### src/rtl/y86_pkg.sv
// rtl/y86_pkg.sv - Y86-64 status, icode, register and writeback state constants
package y86_pkg;

    localparam logic [2:0] SBUB = 3'd0;
    localparam logic [2:0] SAOK = 3'd1;
    localparam logic [2:0] SHLT = 3'd2;
    localparam logic [2:0] SADR = 3'd3;
    localparam logic [2:0] SINS = 3'd4;

    localparam logic [3:0] IHALT   = 4'h0;
    localparam logic [3:0] INOP    = 4'h1;
    localparam logic [3:0] IRRMOVQ = 4'h2;
    localparam logic [3:0] IIRMOVQ = 4'h3;
    localparam logic [3:0] IRMMOVQ = 4'h4;
    localparam logic [3:0] IMRMOVQ = 4'h5;
    localparam logic [3:0] IOPQ    = 4'h6;
    localparam logic [3:0] IJXX    = 4'h7;
    localparam logic [3:0] ICALL   = 4'h8;
    localparam logic [3:0] IRET    = 4'h9;
    localparam logic [3:0] IPUSHQ  = 4'hA;
    localparam logic [3:0] IPOPQ   = 4'hB;

    localparam logic [3:0] RNONE = 4'hF;

    typedef enum logic {
        ST_RUN    = 1'b0,
        ST_HALTED = 1'b1
    } wb_state_t;

    function automatic logic is_stop_stat(input logic [2:0] stat);
        return (stat == SHLT) || (stat == SADR) || (stat == SINS);
    endfunction

endpackage

### src/rtl/writeback_stage_regfile.sv
// rtl/writeback_stage_regfile.sv - program register file, two async reads, E/M writes
module writeback_stage_regfile
    import y86_pkg::*;
#(
    parameter int NREGS = 15
) (
    input  logic        clk,
    input  logic        rst_n,
    input  logic [3:0]  src_a,
    input  logic [3:0]  src_b,
    output logic [63:0] rval_a,
    output logic [63:0] rval_b,
    input  logic        we,
    input  logic [3:0]  dst_e,
    input  logic [63:0] val_e,
    input  logic [3:0]  dst_m,
    input  logic [63:0] val_m
);

    logic [63:0] regs [NREGS];

    assign rval_a = (int'(src_a) < NREGS) ? regs[src_a] : 64'd0;
    assign rval_b = (int'(src_b) < NREGS) ? regs[src_b] : 64'd0;

    // M write is issued last so it overrides E on a shared destination (popq %rsp)
    always_ff @(posedge clk or negedge rst_n) begin
        if (!rst_n) begin
            for (int i = 0; i < NREGS; i++) begin
                regs[i] <= 64'd0;
            end
        end else if (we) begin
            if (dst_e != RNONE && int'(dst_e) < NREGS) begin
                regs[dst_e] <= val_e;
            end
            if (dst_m != RNONE && int'(dst_m) < NREGS) begin
                regs[dst_m] <= val_m;
            end
        end
    end

endmodule

### src/rtl/writeback_stage.sv
// rtl/writeback_stage.sv - Y86-64 writeback: W register, regfile, halt control, retire count
module writeback_stage
    import y86_pkg::*;
#(
    parameter int NREGS = 15,
    parameter int CNT_W = 64
) (
    input  logic             clk,
    input  logic             rst_n,
    input  logic [2:0]       m_stat,
    input  logic [3:0]       m_icode,
    input  logic [63:0]      m_valE,
    input  logic [63:0]      m_valM,
    input  logic [3:0]       m_dstE,
    input  logic [3:0]       m_dstM,
    input  logic             w_stall,
    input  logic             w_bubble,
    input  logic [3:0]       d_srcA,
    input  logic [3:0]       d_srcB,
    output logic [63:0]      d_rvalA,
    output logic [63:0]      d_rvalB,
    output logic [2:0]       w_stat,
    output logic [3:0]       w_icode,
    output logic [63:0]      w_valE,
    output logic [63:0]      w_valM,
    output logic [3:0]       w_dstE,
    output logic [3:0]       w_dstM,
    output logic             halted,
    output logic [2:0]       final_stat,
    output logic [CNT_W-1:0] retired
);

    wb_state_t state;
    logic      reg_we;

    assign reg_we = (state == ST_RUN) && (w_stat == SAOK);

    writeback_stage_regfile #(.NREGS(NREGS)) u_regfile (
        .clk    (clk),
        .rst_n  (rst_n),
        .src_a  (d_srcA),
        .src_b  (d_srcB),
        .rval_a (d_rvalA),
        .rval_b (d_rvalB),
        .we     (reg_we),
        .dst_e  (w_dstE),
        .val_e  (w_valE),
        .dst_m  (w_dstM),
        .val_m  (w_valM)
    );

    // Once HALTED, everything here freezes until reset
    always_ff @(posedge clk or negedge rst_n) begin
        if (!rst_n) begin
            state      <= ST_RUN;
            halted     <= 1'b0;
            final_stat <= SAOK;
            retired    <= '0;
            w_stat     <= SBUB;
            w_icode    <= INOP;
            w_valE     <= 64'd0;
            w_valM     <= 64'd0;
            w_dstE     <= RNONE;
            w_dstM     <= RNONE;
        end else if (state == ST_RUN) begin
            if (w_stat == SAOK || w_stat == SHLT) begin
                retired <= retired + 1'b1;
            end
            if (is_stop_stat(w_stat)) begin
                state      <= ST_HALTED;
                halted     <= 1'b1;
                final_stat <= w_stat;
            end
            if (!w_stall) begin
                if (w_bubble) begin
                    w_stat  <= SBUB;
                    w_icode <= INOP;
                    w_valE  <= 64'd0;
                    w_valM  <= 64'd0;
                    w_dstE  <= RNONE;
                    w_dstM  <= RNONE;
                end else begin
                    w_stat  <= m_stat;
                    w_icode <= m_icode;
                    w_valE  <= m_valE;
                    w_valM  <= m_valM;
                    w_dstE  <= m_dstE;
                    w_dstM  <= m_dstM;
                end
            end
        end
    end

endmodule

### config.mk
export PLATFORM = sky130hd
export DESIGN_NAME = writeback_stage
export DESIGN_NICKNAME = d
export VERILOG_FILES = /design/src/rtl/y86_pkg.sv /design/src/rtl/writeback_stage_regfile.sv /design/src/rtl/writeback_stage.sv
export SDC_FILE = /design/constraint.sdc
export NUM_CORES = 2
export LEC_CHECK = 0
export CAP_MARGIN = 20
export CORE_MARGIN = 2
export CORE_UTILIZATION = 25
export DETAILED_ROUTE_END_ITERATION = 8
export PLACE_DENSITY_LB_ADDON = 0.3
export SLEW_MARGIN = 20
export SYNTH_ARGS = -nofsm -noshare
export SYNTH_HDL_FRONTEND = slang
export SYNTH_SLANG_ARGS = --single-unit
### constraint.sdc
create_clock -name clk -period 2.9 [get_ports clk]
set_clock_uncertainty 0.1 [all_clocks]
set_input_delay 0.58 -clock clk [delete_from_list [all_inputs] [get_ports clk]]
set_output_delay 0.58 -clock clk [all_outputs]
set_load 0.005 [all_outputs]
# Yosys cells after proc, flatten, opt, wreduce, memory -nomap -nowiden
# Cells that the tools add are included.
# word_totals
elab_cells	84
input_bits	155
regBits	1172
output_inout_bits	339
# op_classes
n_addsub	1
muxes	25
n_lt_le_gt_ge	10
n_bitwise	6
n_reduce_logical	11
n_eq_ne	6
# op_table
cell	count
$mux 960	3
$bwmux 960	2
$mux 64	10
$bmux 64 s4	2
$demux 64 s4	2
$add 64x1->64 const B	1
$ge 5x5->1 const B	4
$not 4->5	4
$lt 4x4->1 const B	4
$mux 4	3
$lt 5x1->1 const B	2
$ne 4x4->1 const B	2
$eq 3x2->1 const B	2
$reduce_and 2->1	3
$logic_and 1x1->1	5
$eq 3x1->1 const B	1
$eq 3x3->1 const B	1
$logic_or 1x1->1	3
$mux 3	1
$mux 1	2
$not 1->1	2

# Depth between registers and ports, before layout
# depth
depth_word	10
ltp_mapped	9
mapped_depth_nobuf	6

# Cells and area by module
# A second synthesis with hierarchy kept.
# hier_totals
hier_cells	7096
area_unflattened_um2	67576.1
# by_module_without_submodules
module	cells_per_inst	n_inst	area_per_inst_um2
writeback_stage_regfile	6162	1	58347.2
writeback_stage	934	1	9228.9

# Worst setup path after synthesis
# Ideal clock, no wire load.
# synth_path
kind	input -> output
start	input d_srcA[0]
end	output d_rvalA[58]
setup_slack_ps	-69
path_buffers	3
stages	5
required_time_ps	2220
arrival_time_ps	2289
cell_sequence	clkbuf_1 > buf_2 > buf_1 > mux4_2 > mux4_2
# synth_via
elab_chain_len	5
word_cells_on_any_way	6
# synth_lines
item	line	source
from (decl)	writeback_stage.sv:18	input logic [3:0] d_srcA,
$not 4->5 (implied by the code)	writeback_stage_regfile.sv:22	assign rval_a = (int'(src_a) < NREGS) ? regs[src_a] : 64'd0;
$bmux 64 s4	writeback_stage_regfile.sv:22	
$mux 64 (implied by the code) (2 in a row)	writeback_stage_regfile.sv:22	
$mux 64 (*)	writeback_stage_regfile.sv:22	
to (decl)	writeback_stage.sv:20	output logic [63:0] d_rvalA,
# Mark *: on every way between the ends. The rest lies on a longest branch, timed or not. The select of a mux whose other input is x is not followed.

# Worst setup path in the final report
# layout_path
start	register u_regfile.regs[591] in the netlist's numbering
end	output d_rvalB[15]
# layout_via
elab_chain_len	4
# layout_lines
item	line	source
from (decl)	writeback_stage_regfile.sv:20	logic [63:0] regs [NREGS];
from (signal, indexed assignment)	writeback_stage_regfile.sv:33	regs[dst_e] <= val_e;
from (signal, indexed assignment)	writeback_stage_regfile.sv:36	regs[dst_m] <= val_m;
$bmux 64 s4	writeback_stage_regfile.sv:23	assign rval_b = (int'(src_b) < NREGS) ? regs[src_b] : 64'd0;
$mux 64 (implied by the code) (2 in a row)	writeback_stage_regfile.sv:23	
$mux 64	writeback_stage_regfile.sv:23	
to (decl)	writeback_stage.sv:21	output logic [63:0] d_rvalB,
# No other way between the ends. The select of a mux whose other input is x is not followed.

==> results.toml <==
[run_status]
run_status = "finished with violations"
failed_checks = "setup timing"

[setup_path]
worstSetupPathType = "flop to output port"
cp_max_fo = 2
cp.depth = 4
crit_family = "multiplexers"
worst_ep_arrival_time_ns = 2.54
reg2reg_to = "u_regfile.regs[288]"
worst-r2r-cell-count = 7
cp-start-kind = "flop"
slowest_delay_ns = 0.55
critical_path_buf_inv_count = 2
critPathLaunch = "u_regfile.regs[591]"
cp_cell_sequence = "buf_6, mux4_2, mux4_2, buf_2"
cp.required_ns = 2.22
r2r-start = "w_dstE[3]"
path_common_cell = "mux4_2"
cp-end-kind = "output port"
crit_end = "d_rvalB[15]"
reg2reg_slack_ns = 0.26
slowest_stage = "mux4_2"

[placed_design]
dp_hpwl_um = 201000
port-buffer-count = 493
dp_worst_setup_slack_ns = -0.565
finalWeightedCongestion = 0.873

[clock_tree]
cts_tree = "yes"
cts.sinks = 1172
clkTransAtPathRegs_ns = 0.06
clock_latency_ns = 0.86
cts_made_buffers = 148
clockBufferDepth = 3
cts.htree.levels = 4
cts-root-buf = "clkbuf_16"

[global_route]
antenna_found_initial = 12
grt_util_all_layers_pct = 23.9
grt_max_degree = 100
grt_pass1_vias = 61900
grt_pass1_wl_um = 463000
grt_overflow = 0

[detailed_routing]
via_per_inst = 5.86
drc = 0
drtAntennaViolNets = 0
dr_total_vias = 62500
drt_first_pass_iters = 7
first_iter_violations = 8230
wire_per_inst_um = 30.8
drt-total-wl_um = 329000

[timing]
setup_viol = 128
final_max_slew_viol_count = 0
hold_slack_ns = 0.141
worst_slew_pin_slew_ns = 0.996
fin_crit_sh_pct = 111
finalHoldViolCount = 0
max_freq_mhz = 310
min_period_ns = 3.22
final.setup.worst_slack_ns = -0.322
grt_setup_unrepaired = "true"
relSlewSlack_pct = 33.6

[logic_synthesis]
synth_cell_types = 47
synthXorXnorAreaFrac_pct = 0.880
synthTopCellsByArea = "dfrtp_1, mux4_2, o22ai_1"
ys_seq_area_share_pct = 44.7
synthAdderAreaFrac_pct = 0.0190
synth-compound-area-share_pct = 19.1
synth_seq_cells = 1172
synth_area_um2 = 65700
yosysWarningCount = 0
synthCells = 6584
synth_top_family_by_area = "multiplexers"
synth_top_cell_by_area = "dfrtp_1"
synth.most_common_cell = "dfrtp_1"
synthFlopType = "dfrtp_1"
postSynthNetCount = 6740
synth_area_per_cell_um2 = 9.98
synth_top_cell_area_share_pct = 44.3
synth_commonest_cells = "dfrtp_1, nor2_1, a21oi_1, o22ai_1, mux4_2"
synthArstFlopShare_pct = 100
synthMuxAreaShare_pct = 19.5
synth_edf_count = 0
synth-simple-area-share_pct = 10.7

[floorplanning]
fp.dieW_um = 517
core_area_um2 = 262000
io_pins = 494
core.rowCount = 188
die-area_um2 = 267000
die_y_um = 517
start_util_pct = 25.1

[power]
pwr-share-comb_pct = 38.9
seqPwrFrac_pct = 32.2
switching_power_mw = 27.3
p_leak_nw = 36.2
netSwitchingFraction_pct = 40.0
internal-power_mw = 41.0
clockPowerShare_pct = 28.8
ir_worst_vdd_uv = 671
p_per_area_nw_per_um2 = 808

[cells_and_area]
syn2layout_area_growth_pct = 28.8
drive_above_1_share_pct = 22.4
nets = 7179

[flow_run]
maxCapViolations = 0

[worst_hold_path]
hp-class = "primary input to flop"
==> layout make-up <==
class	instances	area [um^2]
Inverter	11	41.3
Clock inverter	56	822
Sequential cell	1172	29400
Fill cell	26500	177000
Clock buffer	215	4340
Timing Repair Buffer	1111	12200
Antenna cell	4	10.0
Multi-Input combinational cell	4579	33400
Tap cell	3515	4400
==> state kept, by name (all words and copies together) (netlist names) <==
name            cells
final_stat          3
halted              1
retired            64
state               1
u_regfile.regs    960
w_dstE              4
w_dstM              4
w_icode             4
w_stat              3
w_valE             64
w_valM             64
==> worst min-delay path by stage <==
stage | start | to | slack, ns | depth (start not counted)
final | w_bubble | w_dstE[3] | 0.14 | 3
after global routing | m_valE[16] | w_valE[16] | 0.17 | 3
after CTS | w_bubble | w_dstE[3] | 0.11 | 3
after detailed placement | halted | halted | 0.36 | 1
after global placement | halted | halted | 0.34 | 1
after floorplan | rst_n | final_stat[1] | 0.18 | 0
==> per-layer routing <==
metal	part of all wire [%]	up-vias	track usage (%)
li1	-	25300	-
met1	38	31700	30.7
met2	45	4525	36.5
met3	11	1005	6.82
met4	5.9	2	12.5
met5	0.0052	-	0
==> worst min-delay path, stage by stage <==
cell and delay, ns:
buf_4 0.22, nor2_1 0.14, o21ai_0 0.07
==> kinds of logic (layout without fill, tap and decap cells) <==
| kind of cell | after synthesis | count (layout) |
|---|---|---|
| AO/OA/AOI/OAI | 2219 | 2219 |
| AND/OR/NAND/NOR | 1651 | 1651 |
| flip-flops | 1172 | 1172 |
| buffers and inverters | 833 | 1393 |
| multiplexers | 642 | 642 |
| XOR/XNOR | 66 | 66 |
| adder cells (fa/ha/maj) | 1 | 1 |
| other | 0 | 4 |
==> power groups by stage <==
| stage | Clock (mW) | Sequential [mW] | Combinational, mW |
|---|---|---|---|
| 4_1_cts | 20.0 | 21.9 | 25.9 |
| 3_5_place_dp | 0 | 22.1 | 25.9 |
| 6_report | 19.7 | 22.0 | 26.6 |
| 2_1_floorplan | 0 | 21.0 | 13.6 |
| 3_3_place_gp | 0 | 22.0 | 25.4 |
| 5_1_grt | 20.6 | 22.3 | 27.9 |
==> layout by cell type, fill, tap and decap left out, types with 17 or more instances in the layout <==
master and count:
buf_2 54, dfrtp_2 18, mux2i_1 129, nor2_1 989, a21oi_1 948, clkinv_2 24, mux4_2 512, nand3_1 27
buf_6 85, dfrtp_1 1144, buf_4 396, clkbuf_8 36, o22ai_1 934, nand2b_1 191, clkbuf_16 151, o32ai_1 17
xor2_1 40, xnor2_1 26, o21ai_0 278, clkbuf_1 30, nand4_1 18, clkdlybuf4s50_1 354, nand2_1 317, buf_12 210
==> stage by stage <==
stage	util [%]	setup TNS [ns]	power [mW]	instance area [um^2]	cells
global placement	30.1	-56.84	47.5	78900	10300
detailed placement	30.1	-58.34	48.0	78900	10300
CTS	32.1	-31.36	67.8	84000	10600
finish	32.3	-25.25	68.4	84600	10700
floorplan	-	-5.09	34.6	65700	6584
global route	32.3	-32.30	70.9	84600	10700
==> what timing repair did <==
| item | in CTS | in global routing |
|---|---|---|
| cloned | 0 | 2 |
| endpoints found under the hold margin | 215 | 0 |
| buffers inserted | 32 | 30 |
| hold buffers | 1 | 0 |
| gates resized for setup | 557 | 59 |
| setup endpoints to repair | 145 | 138 |
Note: power is estimated with default switching activity, not from simulation.
